$ cat src/rtl/mem_unit_pkg.sv
// Shared definitions for the load/store unit, reservation station and ALU:
// opcodes, the no-request code, the default rename tag width and op decoding.
package mem_unit_pkg;

  localparam int TAG_W = 3;

  localparam logic [4:0] OP_NOP = 5'b11111;
  localparam logic [4:0] OP_ADD = 5'b00001;
  localparam logic [4:0] OP_LB  = 5'b10010;
  localparam logic [4:0] OP_LH  = 5'b10011;
  localparam logic [4:0] OP_LW  = 5'b10100;
  localparam logic [4:0] OP_LBU = 5'b10101;
  localparam logic [4:0] OP_LHU = 5'b10110;
  localparam logic [4:0] OP_SB  = 5'b10111;
  localparam logic [4:0] OP_SH  = 5'b11000;
  localparam logic [4:0] OP_SW  = 5'b11001;

  // last_k is the index of the final byte touched (n-1)
  typedef struct packed {
    logic       is_mem;
    logic       is_store;
    logic [1:0] last_k;
  } req_info_t;

  function automatic req_info_t decode_op(input logic [4:0] op);
    req_info_t r;
    r = '{is_mem: 1'b0, is_store: 1'b0, last_k: 2'd0};
    case (op)
      OP_LB, OP_LBU: r = '{is_mem: 1'b1, is_store: 1'b0, last_k: 2'd0};
      OP_LH, OP_LHU: r = '{is_mem: 1'b1, is_store: 1'b0, last_k: 2'd1};
      OP_LW:         r = '{is_mem: 1'b1, is_store: 1'b0, last_k: 2'd3};
      OP_SB:         r = '{is_mem: 1'b1, is_store: 1'b1, last_k: 2'd0};
      OP_SH:         r = '{is_mem: 1'b1, is_store: 1'b1, last_k: 2'd1};
      OP_SW:         r = '{is_mem: 1'b1, is_store: 1'b1, last_k: 2'd3};
      default:       r = '{is_mem: 1'b0, is_store: 1'b0, last_k: 2'd0};
    endcase
    return r;
  endfunction

  function automatic logic [31:0] put_byte(input logic [31:0] w, input logic [1:0] idx,
                                           input logic [7:0] b);
    logic [31:0] r;
    r = w;
    case (idx)
      2'd0:    r[7:0]   = b;
      2'd1:    r[15:8]  = b;
      2'd2:    r[23:16] = b;
      2'd3:    r[31:24] = b;
      default: r = w;
    endcase
    return r;
  endfunction

endpackage

$ cat src/rtl/mem_unit_load_extend.sv
// Sign/zero extension of an assembled little-endian load value according to the load opcode.
module load_extend
  import mem_unit_pkg::*;
(
  input  logic [4:0]  op,
  input  logic [31:0] raw,
  output logic [31:0] result
);

  // Select the extension form for the load width
  always_comb begin
    result = raw;
    case (op)
      OP_LB:   result = {{24{raw[7]}}, raw[7:0]};
      OP_LH:   result = {{16{raw[15]}}, raw[15:0]};
      OP_LBU:  result = {24'd0, raw[7:0]};
      OP_LHU:  result = {16'd0, raw[15:0]};
      OP_LW:   result = raw;
      default: result = raw;
    endcase
  end

endmodule

$ cat src/rtl/mem_unit.sv
// Byte-serial load/store unit: walks n bytes over an 8-bit memory port and
// broadcasts the (extended) result with its rename tag for one cycle.
module mem_unit #(
  parameter int TAG_W = mem_unit_pkg::TAG_W
) (
  input  logic             clk,
  input  logic             rst,
  input  logic [4:0]       op,
  input  logic [31:0]      value1,
  input  logic [31:0]      value2,
  input  logic [31:0]      imm,
  input  logic [TAG_W-1:0] des,
  output logic             busy,
  output logic [31:0]      mem_a,
  output logic [7:0]       mem_dout,
  output logic             mem_wr,
  input  logic [7:0]       mem_din,
  output logic [31:0]      result_data,
  output logic [TAG_W-1:0] result_des
);

  import mem_unit_pkg::*;

  localparam logic [1:0] ST_IDLE   = 2'd0;
  localparam logic [1:0] ST_ACCESS = 2'd1;
  localparam logic [1:0] ST_WAIT   = 2'd2;
  localparam logic [1:0] ST_DONE   = 2'd3;

  logic [1:0]       state_r;
  logic [1:0]       cnt_r;
  logic [1:0]       last_r;
  logic             is_store_r;
  logic [4:0]       op_r;
  logic [TAG_W-1:0] des_r;
  logic [31:0]      addr_r;
  logic [31:0]      sdata_r;
  logic [31:0]      asm_r;

  req_info_t        info_s;
  logic [1:0]       cnt_next_s;
  logic [31:0]      raw_s;
  logic [31:0]      ext_s;

  // Request decode and the final load word with the last byte merged straight from the port
  always_comb begin
    info_s     = decode_op(op);
    cnt_next_s = cnt_r + 2'd1;
    raw_s      = put_byte(asm_r, last_r, mem_din);
  end

  load_extend u_load_extend (
    .op     (op_r),
    .raw    (raw_s),
    .result (ext_s)
  );

  // Control FSM, memory port and broadcast registers
  always_ff @(posedge clk) begin
    if (!rst) begin
      state_r     <= ST_IDLE;
      cnt_r       <= 2'd0;
      last_r      <= 2'd0;
      is_store_r  <= 1'b0;
      op_r        <= OP_NOP;
      des_r       <= '0;
      addr_r      <= 32'd0;
      sdata_r     <= 32'd0;
      asm_r       <= 32'd0;
      busy        <= 1'b0;
      mem_a       <= 32'd0;
      mem_dout    <= 8'd0;
      mem_wr      <= 1'b0;
      result_data <= 32'd0;
      result_des  <= '0;
    end else begin
      case (state_r)
        ST_IDLE: begin
          if (info_s.is_mem) begin
            state_r    <= ST_ACCESS;
            cnt_r      <= 2'd0;
            last_r     <= info_s.last_k;
            is_store_r <= info_s.is_store;
            op_r       <= op;
            des_r      <= des;
            addr_r     <= value1 + imm;
            sdata_r    <= {8'd0, value2[31:8]};
            asm_r      <= 32'd0;
            busy       <= 1'b1;
            mem_a      <= value1 + imm;
            mem_dout   <= value2[7:0];
            mem_wr     <= info_s.is_store;
          end
        end
        ST_ACCESS: begin
          // Byte k-1 appears on mem_din during access cycle k
          if (!is_store_r && (cnt_r != 2'd0)) begin
            asm_r <= put_byte(asm_r, cnt_r - 2'd1, mem_din);
          end
          if (cnt_r == last_r) begin
            mem_wr <= 1'b0;
            if (is_store_r) begin
              state_r     <= ST_DONE;
              result_data <= 32'd0;
              result_des  <= des_r;
            end else begin
              state_r <= ST_WAIT;
            end
          end else begin
            cnt_r    <= cnt_next_s;
            mem_a    <= addr_r + {30'd0, cnt_next_s};
            mem_dout <= sdata_r[7:0];
            sdata_r  <= {8'd0, sdata_r[31:8]};
          end
        end
        ST_WAIT: begin
          state_r     <= ST_DONE;
          asm_r       <= raw_s;
          result_data <= ext_s;
          result_des  <= des_r;
        end
        ST_DONE: begin
          state_r    <= ST_IDLE;
          busy       <= 1'b0;
          result_des <= '0;
        end
        default: begin
          state_r    <= ST_IDLE;
          busy       <= 1'b0;
          mem_wr     <= 1'b0;
          result_des <= '0;
        end
      endcase
    end
  end

endmodule
$ cat config.mk
export PLATFORM = sky130hd
export DESIGN_NAME = mem_unit
export DESIGN_NICKNAME = d
export VERILOG_FILES = /design/src/rtl/mem_unit_pkg.sv /design/src/rtl/mem_unit_load_extend.sv /design/src/rtl/mem_unit.sv
export SDC_FILE = /design/constraint.sdc
export NUM_CORES = 1
export LEC_CHECK = 0
export CORE_MARGIN = 1
export CORE_UTILIZATION = 57
export DETAILED_ROUTE_END_ITERATION = 10
export GPL_TIMING_DRIVEN = 1
export HOLD_SLACK_MARGIN = 0.03
export PLACE_DENSITY = 0.86
export RECOVER_POWER = 25
export SLEW_MARGIN = 25
export SYNTH_ARGS = -nofsm -noshare
export SYNTH_HDL_FRONTEND = slang
export SYNTH_SLANG_ARGS = --single-unit
$ cat constraint.sdc
create_clock -name clk -period 5.4 [get_ports clk]
set_input_delay 1.62 -clock clk [delete_from_list [all_inputs] [get_ports clk]]
set_output_delay 1.62 -clock clk [all_outputs]
set_load 0.01 [all_outputs]
=== Yosys cells after proc, flatten, opt, wreduce, memory -nomap -nowiden ===
Memories as Yosys holds them, arrays and structs flattened.
Index checks and enable logic that the tools add are counted.

* Flip-flop bits (word level): 188
* Memories: 1
* Input port bits: 114
* Output and inout port bits: 77
* Memory bits (read-only): 128

* Reduce and logical (&&, ||, !) cells: 22
* Muxes and demuxes: 39
* $add $sub $neg: 4
* Eq/ne operators: 23

{| class="wikitable"
|+ Memory list
! memory !! depth !! width !! rd ports !! clocked after memory_dff !! wr ports !! RTL line !! source
|-
| (no name shown) || 32 || 4 || 1 || 0 || 0 || mem_unit_pkg.sv:28 || <nowiki>case (op)</nowiki>
|}

{| class="wikitable"
|+ Operators with widths
! operator !! number
|-
| 2-to-1 mux 32 bit || 8
|-
| case mux 32 bit (2 select lines) || 3
|-
| case mux 32 bit (4 select lines) || 1
|-
| case mux 32 bit (3 select lines) || 1
|-
| 2-to-1 mux 8 bit || 10
|-
| adder 32 x 2 -> 32 bit || 1
|-
| adder 32 bit || 1
|-
| == test 5 bit (second input constant) || 4
|-
| case mux 8 bit (2 select lines) || 1
|-
| AND reduction 4 bit || 4
|-
| == test 2 bit (second input constant) || 6
|-
| AND reduction 3 bit || 4
|-
| != test 2 bit (second input constant) || 5
|-
| case mux 3 bit (3 select lines) || 1
|-
| 2-to-1 mux 2 bit || 4
|-
| != test 2 x 1 -> 1 bit (second input constant) || 4
|-
| case mux 2 bit (4 select lines) || 1
|-
| nonzero test 2 bit || 4
|-
| == test 2 x 1 -> 1 bit (second input constant) || 3
|-
| zero test 2 bit || 3
|-
| 2-to-1 mux 3 bit || 2
|-
| AND reduction 2 bit || 3
|-
| nonzero test 3 bit || 2
|-
| 2-to-1 mux 1 bit || 4
|-
| 7 further kinds || 8
|}

=== Longest topological paths before layout ===
* Depth in word-level cells: 5
* Depth in mapped cells: 12
* Mapped depth without buffers: 12

=== Modules after synthesis ===
From an unflattened synthesis, not the netlist that was laid out.

* Cells, all modules: 1,293
* Area total of the unflattened synthesis: 10,233.6 um^2

{| class="wikitable"
|+ By module, submodules not included
! module !! cells each !! sequential area each (um^2) !! instances !! area an instance (um^2)
|-
| mem_unit || 1,208 || 3,603.5 || 1 || 9,729.3
|-
| load_extend || 85 || 0.0 || 1 || 504.2
|}

=== Least setup slack after synthesis ===
OpenSTA, ideal clock, no wires.

* Path kind: input -> register
* Start: in value1[0]
* End: reg mem_a[30]
* Cell stages on the path: 11
* Arrival: 3.812 ns
* Slack: 1.474 ns
* Required time: 5.285 ns
* Setup time: 0.115 ns
* Cell sequence: ha_1 -> fa_1 -> a211oi_1 -> o211ai_1 -> nand2_1 -> a21oi_2 -> a311o_1 -> a21o_1 -> a41oi_2 -> o22ai_1 -> o21a_1

* Word-level cells in the longest chain between the ends: 3

{| class="wikitable"
|+ RTL lines
! what !! RTL line !! source
|-
| start: declaration || mem_unit.sv:9 || <nowiki>input logic [31:0] value1,</nowiki>
|-
| adder 32 bit || mem_unit.sv:89 || <nowiki>mem_a <= value1 + imm;</nowiki>
|-
| 2-to-1 mux 32 bit || mem_unit.sv:78 || <nowiki>if (info_s.is_mem) begin</nowiki>
|-
| case mux 32 bit (2 select lines) || mem_unit.sv:76 || <nowiki>case (state_r)</nowiki>
|-
| end signal: assignment || mem_unit.sv:89 ||
|-
| end signal: assignment || mem_unit.sv:110 || <nowiki>mem_a <= addr_r + {30'd0, cnt_next_s};</nowiki>
|-
| end: declaration || mem_unit.sv:14 || <nowiki>output logic [31:0] mem_a,</nowiki>
|}

No other way between the ends. The select of a mux whose other input is x is not followed.
A chain may end at the register's enable or synchronous reset.

=== Worst setup path after layout ===
* Start: reg state_r[1]
* End: reg mem_a[14]

* Word-level cells in the longest chain between the ends: 3
* Elaborated cells on any way between the ends: 7
* Classes of those cells: eq/ne: 3; mux: 1; reduce/logical: 3

{| class="wikitable"
|+ RTL lines
! what !! RTL line !! source
|-
| start: declaration || mem_unit.sv:29 || <nowiki>logic [1:0] state_r;</nowiki>
|-
| start signal: assignment || mem_unit.sv:60 || <nowiki>state_r <= ST_IDLE;</nowiki>
|-
| start signal: assignment || mem_unit.sv:79 || <nowiki>state_r <= ST_ACCESS;</nowiki>
|-
| start signal: assignment || mem_unit.sv:102 || <nowiki>state_r <= ST_DONE;</nowiki>
|-
| == test 2 x 1 -> 1 bit or zero test 2 bit (tied branches) || mem_unit.sv:76 ||
|-
| != test 2 bit (no line) or nonzero test 2 bit (tied branches) || n/a ||
|-
| AND reduction 3 bit (no line) || n/a ||
|}

Parallel ways exist; a longest one is shown, timed or not.

==> flow_summary.toml <==
[run_status]
status = "finished with violations"
failed_checks = "max-capacitance violations, max-slew violations"

[pwr]
p_total_mw = 5.66
leakage_nw = 5.06
pwr_density_cell_nw_per_um2 = 446
ir_drop_v = 0.000325

[logic_synthesis]
ys_seq_elements = 180
synth_fp_nets = 1354
ys.flop_type = "dfxtp_1"
syn-cell-area_sq_um = 10100
synth_edf_count = 0
yosysSeqAreaShare = 0.355
ys_warn_count = 0
async_reset_ff_frac = 0
synthDistinctLibCells = 65
synthCells = 1196
syn_area_per_cell_sq_um = 8.48

[timing]
slew-limit-headroom = -0.992
finalHoldViolations = 0
rsz0062_at_grt = "no"
worst_pin_slew_ns = 2.99
finalSetupTns_ns = 0
holdWs_ns = 0.444
period_minus_slack_ns = 4.65
finClkSkew_ns = 0.00876
fmax_ghz = 0.215
setup_violations = 0
period_share = 0.860
layout_setup_ws_ns = 0.754
slew_viol_final = 132

[grt]
grt_pass1_vias = 8851
grt_max_degree = 78
grt_pass1_wl_um = 43600
gr-total-overflow = 0
antenna_found_initial = 0
grt.total_usage = 0.299

[placed_design]
dp_hpwl_um = 18900
port_buffers = 190
place.gp.congestion = 0.870
dpl-instance-area_sq_um = 12100
pre_cts_ws_ns = 0.778

[route]
ant_nets = 0
firstDrtPassIters = 6
via_per_inst = 6.02
route.detailed.drc = 0
routed-via-count = 9536
routed_wl_um = 27100
wl_per_cell_um = 17.1
drt-initial-drc-count = 808

[die]
ioPinCount = 191
core_sq_um = 17400
start_util = 0.584
die-area_sq_um = 18300
dieWidth_um = 135
num_rows = 48
fp.dieH_um = 135

[hold_path]
min_from = "op_r[4]$_SDFFE_PN1P_"
holdPathEnd = "op_r[4]$_SDFFE_PN1P_"
min_path_cells = 1
hold_class = "reg2reg"

[cells_and_area]
drive_gt1_frac = 0.0538
antenna_cells = 0
final_area_sq_um = 12700
areaGrowthSynthToFinish_pct = 25.2
layout.nets = 1503

[critical_path]
rr_worst_depth = 8
reg2reg_from = "state_r[1]$_SDFFE_PN0P_"
end_kind = "register"
start_kind = "register"
crit_type = "reg2reg"
cp-startpoint = "state_r[1]$_SDFFE_PN0P_"
r2r-end = "mem_a[14]$_SDFFE_PN0P_"
regToRegSetupSlack_ns = 0.75
path_max_fanout = 53
crit_required_ns = 5.73
worstPathArrival_ns = 4.97

[cts]
post_cts_buffers = 0
worstSkewPairLatency_ns = 0.45
cts_hold_buf = 0
ctsResizeCount = 0
cts_num_sinks = 180
clkTransAtPathRegs_ns = 0.07
clk_path_buf_depth = 2
clockRootBuffer = "clkbuf_16"
cts_tree = "done"
cts_buffers = 17
htree_levels = 4

[run]
drv_cap = 2
## flip-flops by register name, indices dropped and copies added (netlist names)
name	flops
addr_r	32
asm_r	32
mem_a	32
result_data	32
sdata_r	24
mem_dout	8
op_r	5
des_r	3
result_des	3
cnt_r	2
last_r	2
state_r	2
busy	1
is_store_r	1
mem_wr	1
## kinds of logic after synthesis
| logic type | count (synthesis) | synth area share |
|---|---|---|
| AND/OR/NAND/NOR | 395 | 0.186 |
| AO/OA/AOI/OAI | 375 | 0.255 |
| flip-flops | 180 | 0.355 |
| buffers and inverters | 83 | 0.0374 |
| multiplexers | 62 | 0.0622 |
| XOR/XNOR | 57 | 0.0492 |
| adder cells (fa/ha/maj) | 44 | 0.0558 |
## how the worst max path moves through the flow
stage | end | slack (ns) | cells after the start
floorplan | mem_a[30]$_SDFFE_PN0P_ | 1.47 | 11
global placement | mem_a[28]$_SDFFE_PN0P_ | 0.82 | 12
detailed placement | mem_a[28]$_SDFFE_PN0P_ | 0.78 | 12
CTS | mem_a[28]$_SDFFE_PN0P_ | 1.21 | 12
global route | mem_a[22]$_SDFFE_PN0P_ | 0.50 | 4
finish | mem_a[14]$_SDFFE_PN0P_ | 0.75 | 8
## routing by layer
layer | GRT usage | routed length (um) | vias up
li1 | - | - | 4592
met1 | 0.385 | 11500 | 4448
met3 | 0.0483 | 1740 | 75
met5 | 0 | 0 | -
met2 | 0.492 | 13000 | 421
met4 | 0.132 | 908 | 0
## layout make-up
class | count | area (sq um)
clock buffers | 19 | 453
clock inverters | 13 | 150
fillers | 1295 | 4660
inverters | 14 | 52.6
multi-input cells | 933 | 6180
flip-flops and latches | 180 | 3600
well taps | 225 | 282
repair buffers | 199 | 1970
## Yosys cell counts, drive strengths merged, types with 3 or more instances
master | n | area share
inv | 14 | 0.0052
clkbuf | 53 | 0.025
mux2i | 54 | 0.053
a21o | 18 | 0.013
mux2 | 8 | 0.0089
xor2 | 31 | 0.027
a22o | 32 | 0.028
and4 | 3 | 0.0026
and2 | 16 | 0.010
o22ai | 6 | 0.0037
o211ai | 20 | 0.015
ha | 42 | 0.052
nor2b | 37 | 0.023
o21bai | 4 | 0.0030
nor3b | 3 | 0.0022
o211a | 26 | 0.026
nand4 | 10 | 0.0062
and3 | 8 | 0.0051
buf | 16 | 0.0076
o21ai | 86 | 0.043
a21oi | 75 | 0.038
a211oi | 3 | 0.0022
or3 | 9 | 0.0056
nand2 | 186 | 0.069
a31oi | 7 | 0.0043
nand2b | 8 | 0.0049
nand3b | 5 | 0.0037
xnor2 | 26 | 0.022
nand3 | 60 | 0.030
a22oi | 8 | 0.0059
nor3 | 7 | 0.0039
a2111oi | 3 | 0.0044
a21boi | 65 | 0.048
o21a | 9 | 0.0067
nor2 | 39 | 0.015
dfxtp | 180 | 0.36
## where the power goes
group	switching, mW	internal, mW	total (mW)
combinational	1.54	0.991	2.53
clock	0.557	0.711	1.27
sequential	0.221	1.64	1.87
total	2.32	3.35	5.66
## placed cells by master (no fill, tap or decap), types with 8 or more instances in the layout
cell type / count
a21o_1: 17
o21ai_1: 8
dlygate4sd3_1: 53
mux2_2: 8
nor2_1: 37
dfxtp_1: 180
nor2b_1: 37
o211a_1: 26
o21a_1: 9
clkbuf_16: 17
o21ai_0: 76
a21boi_0: 64
a21oi_1: 71
a22o_1: 31
nand3_1: 60
or3_1: 9
o211ai_1: 20
a22oi_1: 8
ha_1: 40
and2_1: 8
inv_1: 14
xnor2_1: 26
nand4_1: 10
xor2_1: 31
nand2b_1: 8
mux2i_1: 54
nand2_1: 186
clkdlybuf4s50_1: 136
## critical path: stages, from the launching register on
cell	delay, ns
dfxtp_1	0.35
inv_1	0.13
ha_4	0.58
clkbuf_1	1.77
a21oi_1	0.25
nand2_1	0.67
nor2_1	0.26
a221oi_1	0.43
nor2b_1	0.08
## through the flow
stage | std cells | utilization
5_1_grt | 1583 | 0.731
4_1_cts | 1583 | 0.732
3_5_place_dp | 1551 | 0.697
6_report | 1583 | 0.731
3_3_place_gp | 1551 | 0.697
2_1_floorplan | 1196 | -
(Power assumes the default switching activity.)
==> edit 1: new RTL, config.mk and constraints unchanged <==
Add an input register stage for `value2`, with the module's reset; this delays it by one clock. The other inputs are not delayed to match.
--- a/src/rtl/mem_unit.sv
+++ b/src/rtl/mem_unit.sv
@@ -25,6 +25,16 @@
   localparam logic [1:0] ST_ACCESS = 2'd1;
   localparam logic [1:0] ST_WAIT   = 2'd2;
   localparam logic [1:0] ST_DONE   = 2'd3;
+
+  logic [31:0] value2_q;
+
+  always_ff @(posedge clk) begin
+    if (!rst) begin
+      value2_q <= '0;
+    end else begin
+      value2_q <= value2;
+    end
+  end
 
   logic [1:0]       state_r;
   logic [1:0]       cnt_r;
@@ -83,11 +93,11 @@
             op_r       <= op;
             des_r      <= des;
             addr_r     <= value1 + imm;
-            sdata_r    <= {8'd0, value2[31:8]};
+            sdata_r    <= {8'd0, value2_q[31:8]};
             asm_r      <= 32'd0;
             busy       <= 1'b1;
             mem_a      <= value1 + imm;
-            mem_dout   <= value2[7:0];
+            mem_dout   <= value2_q[7:0];
             mem_wr     <= info_s.is_store;
           end
         end
Behaviour: not the same (Yosys sat finds a counterexample within 4 cycles, from zero or initial values and one cycle with rst low).
==> edit 1 against the unedited design <==
  * The run still ends with max-capacitance violations, max-slew violations left
  * Non-clock buffer count did not move
  * Wire length increased by 6.4%
  * Worst setup slack improved by 0.19 ns
  * Sequential cell count is 32 higher
  * Synthesized area grew 8.0%
  * Total power grew 7.6%
  * Highest routed layer unchanged
  * Critical endpoint is now last_r[1]$_SDFFE_PN0P_
  * Final area is 6.9% higher
  * Cell count is 7.5% higher
==> edit 1: results (changes against the unedited design) <==
** Run status
- The run finished, with violations left.
- Violated checks :: max-capacitance violations, max-slew violations

** Clock network
- Clock latency on the worst-skew pair :: 0.50 ns (+0.05 ns)
- Maximum buffer depth of the clock tree :: 3 (+1)
- The number of buffers created by CTS came to 21 (+4).

** Placed design
- Post-detail-place hpwl :: 19700 microns (+4.4%)
- The setup slack at placement came to 0.925 ns (+0.147 ns).
- The final weighted congestion of routability-driven global placement is 0.879 (+1.0%).

** Route
- The met1 wire length was 12200 microns (+5.8%).
- Met3 Routed Length :: 1960 microns (+13%)
- The vias per cell came to 6.02 (about the same).

** Global route
- The maximum number of pins on one net before global-route repair came to 89 (+14%).
- Vias in the first global route :: 9826 (+11%)
- The initial antenna violation count came to 2 (+2).
- The first-pass GRT wire length came to 47000 microns (+7.7%).

** Power and ir drop
- The internal cell power came to 3.68 mW (+10%).
- The largest vdd supply drop came to 0.000370 V (+14%).

** Synth
- The number of library cell types mapped by synthesis was 69 (+6.2%).
- The total nets after synthesis is 1473 (+8.8%).

** Timing
- The worst-case headroom to the max-slew limit is -0.241 (+0.751).
- The setup skew after layout is 0.0104 ns (+0.00164 ns).
- The final number of max-transition violations came to 188 (+42%).

** Cells and area
- The number of filler instances in the final layout came to 1450 (+12%).
- The share of final-layout standard cells stronger than drive strength 1 is 0.0573 (+0.00354).
- The final net count came to 1610 (+7.1%).

** Job
- Maximum Capacitance Violations :: 3 (+1)

** Worst setup path
- Critical path peak fanout :: 43 (-19%)
- The data arrival time at the worst-slack endpoint came to 4.84 ns (-0.13 ns).
-- edit 1: changes by cell type after synthesis, sizes merged, moves of 6 or more --
cell,delta
nand2,-29
a211oi,+34
nor2b,-33
a21oi,+77
o211ai,-8
dfxtp,+32
and2,+20
nand3,+7
or3,-6
nor2,+81
a21boi,-65
clkbuf,+14
o211a,-26
-- edit 1: per-layer routing --
metal / vias up / global-route usage
li1: 4952 / -
met1: 4779 / 0.365
met2: 451 / 0.502
met3: 71 / 0.0353
met4: 0 / 0.112
met5: - / 0
-- edit 1: worst paths after layout --
| kind | startpoint | end | depth (start not counted) |
|---|---|---|---|
| hold reg to reg | op_r[4]$_SDFFE_PN1P_ | op_r[4]$_SDFFE_PN1P_ | 1 |
| hold / removal | op_r[4]$_SDFFE_PN1P_ | op_r[4]$_SDFFE_PN1P_ | 1 |
| setup / recovery | rst | last_r[1]$_SDFFE_PN0P_ | 4 |
| setup reg to reg | state_r[1]$_SDFFE_PN0P_ | result_data[17]$_SDFFE_PN0P_ | 12 |
-- edit 1: power by group through the flow --
stage | registers (mW) | logic, mW | clock network (mW)
floorplan | 2.13 | 1.63 | 0
global placement | 2.11 | 2.46 | 0
detailed placement | 2.12 | 2.52 | 0
CTS | 2.09 | 2.53 | 1.45
global route | 2.13 | 2.79 | 1.51
finish | 2.10 | 2.56 | 1.43
-- edit 1: cells by family after synthesis --
kind of cell,Yosys count,share of synthesized area
compound gates,392,0.230
xor+xnor,61,0.0495
fa+ha+maj,44,0.0517
buf+inv,104,0.0398
flops,212,0.388
mux,64,0.0594
simple gates,438,0.182
-- edit 1: critical path, stage by stage --
cell and delay [ns]:
sky130_fd_sc_hd__dlygate4sd3_1 0.60, sky130_fd_sc_hd__clkbuf_1 1.27, sky130_fd_sc_hd__nand3_1 0.85, sky130_fd_sc_hd__o31ai_1 0.49
-- edit 1: final cells by class --
cell class	count	share of cell area
Antenna cell	2	0.000369
Clock buffer	30	0.0449
Clock inverter	7	0.00479
Inverter	19	0.00544
Multi-Input combinational cell	999	0.466
Sequential cell	212	0.313
Tap cell	234	0.0216
Timing Repair Buffer	199	0.144
-- edit 1: metrics by stage --
step,hold WS (ns),cell area (sq um)
finish,0.449,13600
global route,0.473,13600
CTS,0.448,13600
detailed placement,0.433,12900
global placement,0.426,12900
floorplan,0.412,10900
==> edit 2: new RTL, same flow settings <==
Without the edit above. Change the package constant `TAG_W` from 3 to 6.
--- a/src/rtl/mem_unit_pkg.sv
+++ b/src/rtl/mem_unit_pkg.sv
@@ -2,7 +2,7 @@
 // opcodes, the no-request code, the default rename tag width and op decoding.
 package mem_unit_pkg;
 
-  localparam int TAG_W = 3;
+  localparam int TAG_W = 6;
 
   localparam logic [4:0] OP_NOP = 5'b11111;
   localparam logic [4:0] OP_ADD = 5'b00001;
Ports: changed (resized des and result_des); port bits go from 191 to 197. No check against the original RTL was run, so the function may have changed too.
==> edit 2 against the unedited design <==
  * Total power fell by 0.43%
  * Final area fell by 0.44%
  * Critical path depth rose by 4
  * Worst setup slack improved by 0.46 ns
  * Wire length fell by 2.1%
  * Sequential cell count rose by 6
  * First-iteration DRC count rose by 4.0%
  * Cell count rose by 1.5%
  * Synthesized area fell by 1.1%
==> edit 2: results (changes against the unedited design) <==
** Run status
- Status :: finished clean

** Cells and area
- The final net count came to 1529 (+1.7%).
- The share of final-layout standard cells stronger than drive strength 1 was 0.0507 (-0.00307).
- ANT cells :: 0 (unchanged)

** Route
- WL/cell :: 16.5 microns (-3.5%)
- First-pass DRT Iterations :: 5 (-1)
- Starting DRT DRC Count :: 840 (+4.0%)
- Routed via count :: 9562 (+0.27%)

** Global route
- The maximum number of pins on one net before global-route repair is 105 (+35%).
- Vias in the first global route :: 8868 (+0.19%)
- The initial antenna violation count came to 0 (unchanged).
- The first-pass GRT wire length was 42800 microns (-1.9%).
- GRT Resource Usage Total :: 0.293 (-0.00545)

** Placed design
- Number of input and output port buffers inserted :: 196 (+3.2%)
- The HPWL after detailed placement is 18900 microns (-0.11%).
- The final weighted congestion of routability-driven global placement is 0.936 (+7.6%).
- Placed instance area :: 0.0120 sq mm (-0.51%)

** Worst setup path
- The data arrival time at the worst-slack endpoint is 4.51 ns (-0.46 ns).
- Largest incremental delay on the critical path :: 0.41 ns (-1.36 ns)
- The largest driver fanout on the critical path was 4 (-92%).
- Worst-path cell with the longest stage delay :: sky130_fd_sc_hd__clkdlybuf4s50_1
- Cell type group with the largest total delay on the critical path :: compound AO/OA/AOI/OAI gates

** Synth
- The async set-or-reset flop fraction in the synthesized netlist came to 0 (unchanged).
- In the synthesized netlist, the cells that appear most often are sky130_fd_sc_hd__dfxtp_1 (186), sky130_fd_sc_hd__nand2_1 (147), sky130_fd_sc_hd__a21oi_1 (140), sky130_fd_sc_hd__nor2_1 (115).
- The number of synthesis warnings was 0 (unchanged).
- Cell types with the largest area share after synthesis :: sky130_fd_sc_hd__dfxtp_1 (37%), sky130_fd_sc_hd__a21oi_1 (7.0%), sky130_fd_sc_hd__nand2_1 (5.5%)
- Post-synth cell types :: 67 (+3.1%)
- The portion of the post-synthesis area used by sequential elements came to 0.371 (+0.0161).
- Net count after synthesis :: 1383 (+2.1%)

** Clock network
- Number of levels the H-tree was split into :: 4 (unchanged)
- The post-cts repair resize count was 0 (unchanged).
- For the worst-skew pair, the clock arrives at the later sink with an insertion delay of ~0.44 ns.
- CTS placed an instance of sky130_fd_sc_hd__clkbuf_16 at the clock tree root.
- The count of buffers added by post-CTS timing repair for setup is 0 (unchanged).
- Reg clk slew, reported paths :: 0.07 ns (about the same)
- The number of buffers created by CTS came to 17 (unchanged).
- Maximum buffer depth of the clock tree :: 2 (unchanged)

** Timing
- The worst-margin pin slew is 1.05 ns (-1.94 ns).
- Clk_skew :: 0.00836 ns (-0.000401 ns)

** Power and ir drop
- Peak VDD IR :: 0.000315 V (-3.1%)
- Static leakage :: 4.92 nW (-2.8%)
- The switching power summed over all nets is 2.27 mW (-2.0%).

** Min path
- Class of the tightest hold or removal check :: flip-flop to flip-flop
-- edit 2: metrics by stage --
step / util / total power, mW / instances / setup WS (ns) / hold WS (ns)
floorplan: - / 3.55 / 1222 / 1.45 / 0.409
finish: 0.733 / 5.64 / 1606 / 1.21 / 0.438
CTS: 0.733 / 5.65 / 1606 / 1.19 / 0.440
detailed placement: 0.698 / 4.40 / 1574 / 0.731 / 0.426
global route: 0.733 / 5.96 / 1606 / 1.12 / 0.465
global placement: 0.698 / 4.34 / 1574 / 0.813 / 0.419
-- edit 2: kinds of logic (layout without fill, tap and decap cells) --
group                    after synthesis  after routing  synth area share
multiplexers                          64             64            0.0650
flip-flops                           186            186             0.371
XOR/XNOR                              60             60            0.0524
AND/OR/NAND/NOR                      405            405             0.181
buffers and inverters                 93            252            0.0394
AO/OA/AOI/OAI                        370            370             0.235
adder cells (fa/ha/maj)               44             44            0.0564
-- edit 2: worst reg2reg max path: stages (launching register included) --
cell	delay, ns
sky130_fd_sc_hd__dfxtp_1	0.36
sky130_fd_sc_hd__inv_1	0.14
sky130_fd_sc_hd__ha_1	0.49
sky130_fd_sc_hd__inv_1	0.48
sky130_fd_sc_hd__nor2_1	0.23
sky130_fd_sc_hd__a31oi_2	0.05
sky130_fd_sc_hd__buf_4	0.26
sky130_fd_sc_hd__nor2_1	0.58
sky130_fd_sc_hd__o21ai_2	0.37
sky130_fd_sc_hd__a21oi_1	0.30
sky130_fd_sc_hd__a21oi_1	0.07
sky130_fd_sc_hd__nor2_1	0.08
-- edit 2: final timing paths --
path                            from  slack, ns                           end  cells after the start
max reg2reg  state_r[0]$_SDFFE_PN0P_       1.92  result_data[31]$_SDFFE_PN0P_                     11
max                        value1[0]       1.21        mem_a[28]$_SDFFE_PN0P_                     12
min reg2reg     op_r[4]$_SDFFE_PN1P_       0.44          op_r[4]$_SDFFE_PN1P_                      1
min             op_r[4]$_SDFFE_PN1P_       0.44          op_r[4]$_SDFFE_PN1P_                      1
-- edit 2: layout make-up --
cell class / count / area [sq um]
fill: 1334 / 4600
inverter: 16 / 62.6
clock buffer: 22 / 484
sequential: 186 / 3720
multi-input combinational: 943 / 5940
tap: 225 / 282
clock inverter: 10 / 116
timing repair buffer: 204 / 2030
-- edit 2: layer usage --
metal / track usage / routed length, microns / part of all wire
met1: 0.363 / 11100 / 0.42
met2: 0.501 / 13100 / 0.49
met3: 0.0507 / 1530 / 0.058
met4: 0.126 / 814 / 0.031
met5: 0 / 0 / 0
-- edit 2: power groups by stage --
stage          combinational [mW]  sequential, mW  clock [mW]
2_1_floorplan                1.61            1.94           0
3_3_place_gp                 2.42            1.92           0
3_5_place_dp                 2.47            1.93           0
4_1_cts                      2.48            1.90        1.27
5_1_grt                      2.69            1.94        1.33
6_report                     2.47            1.90        1.26
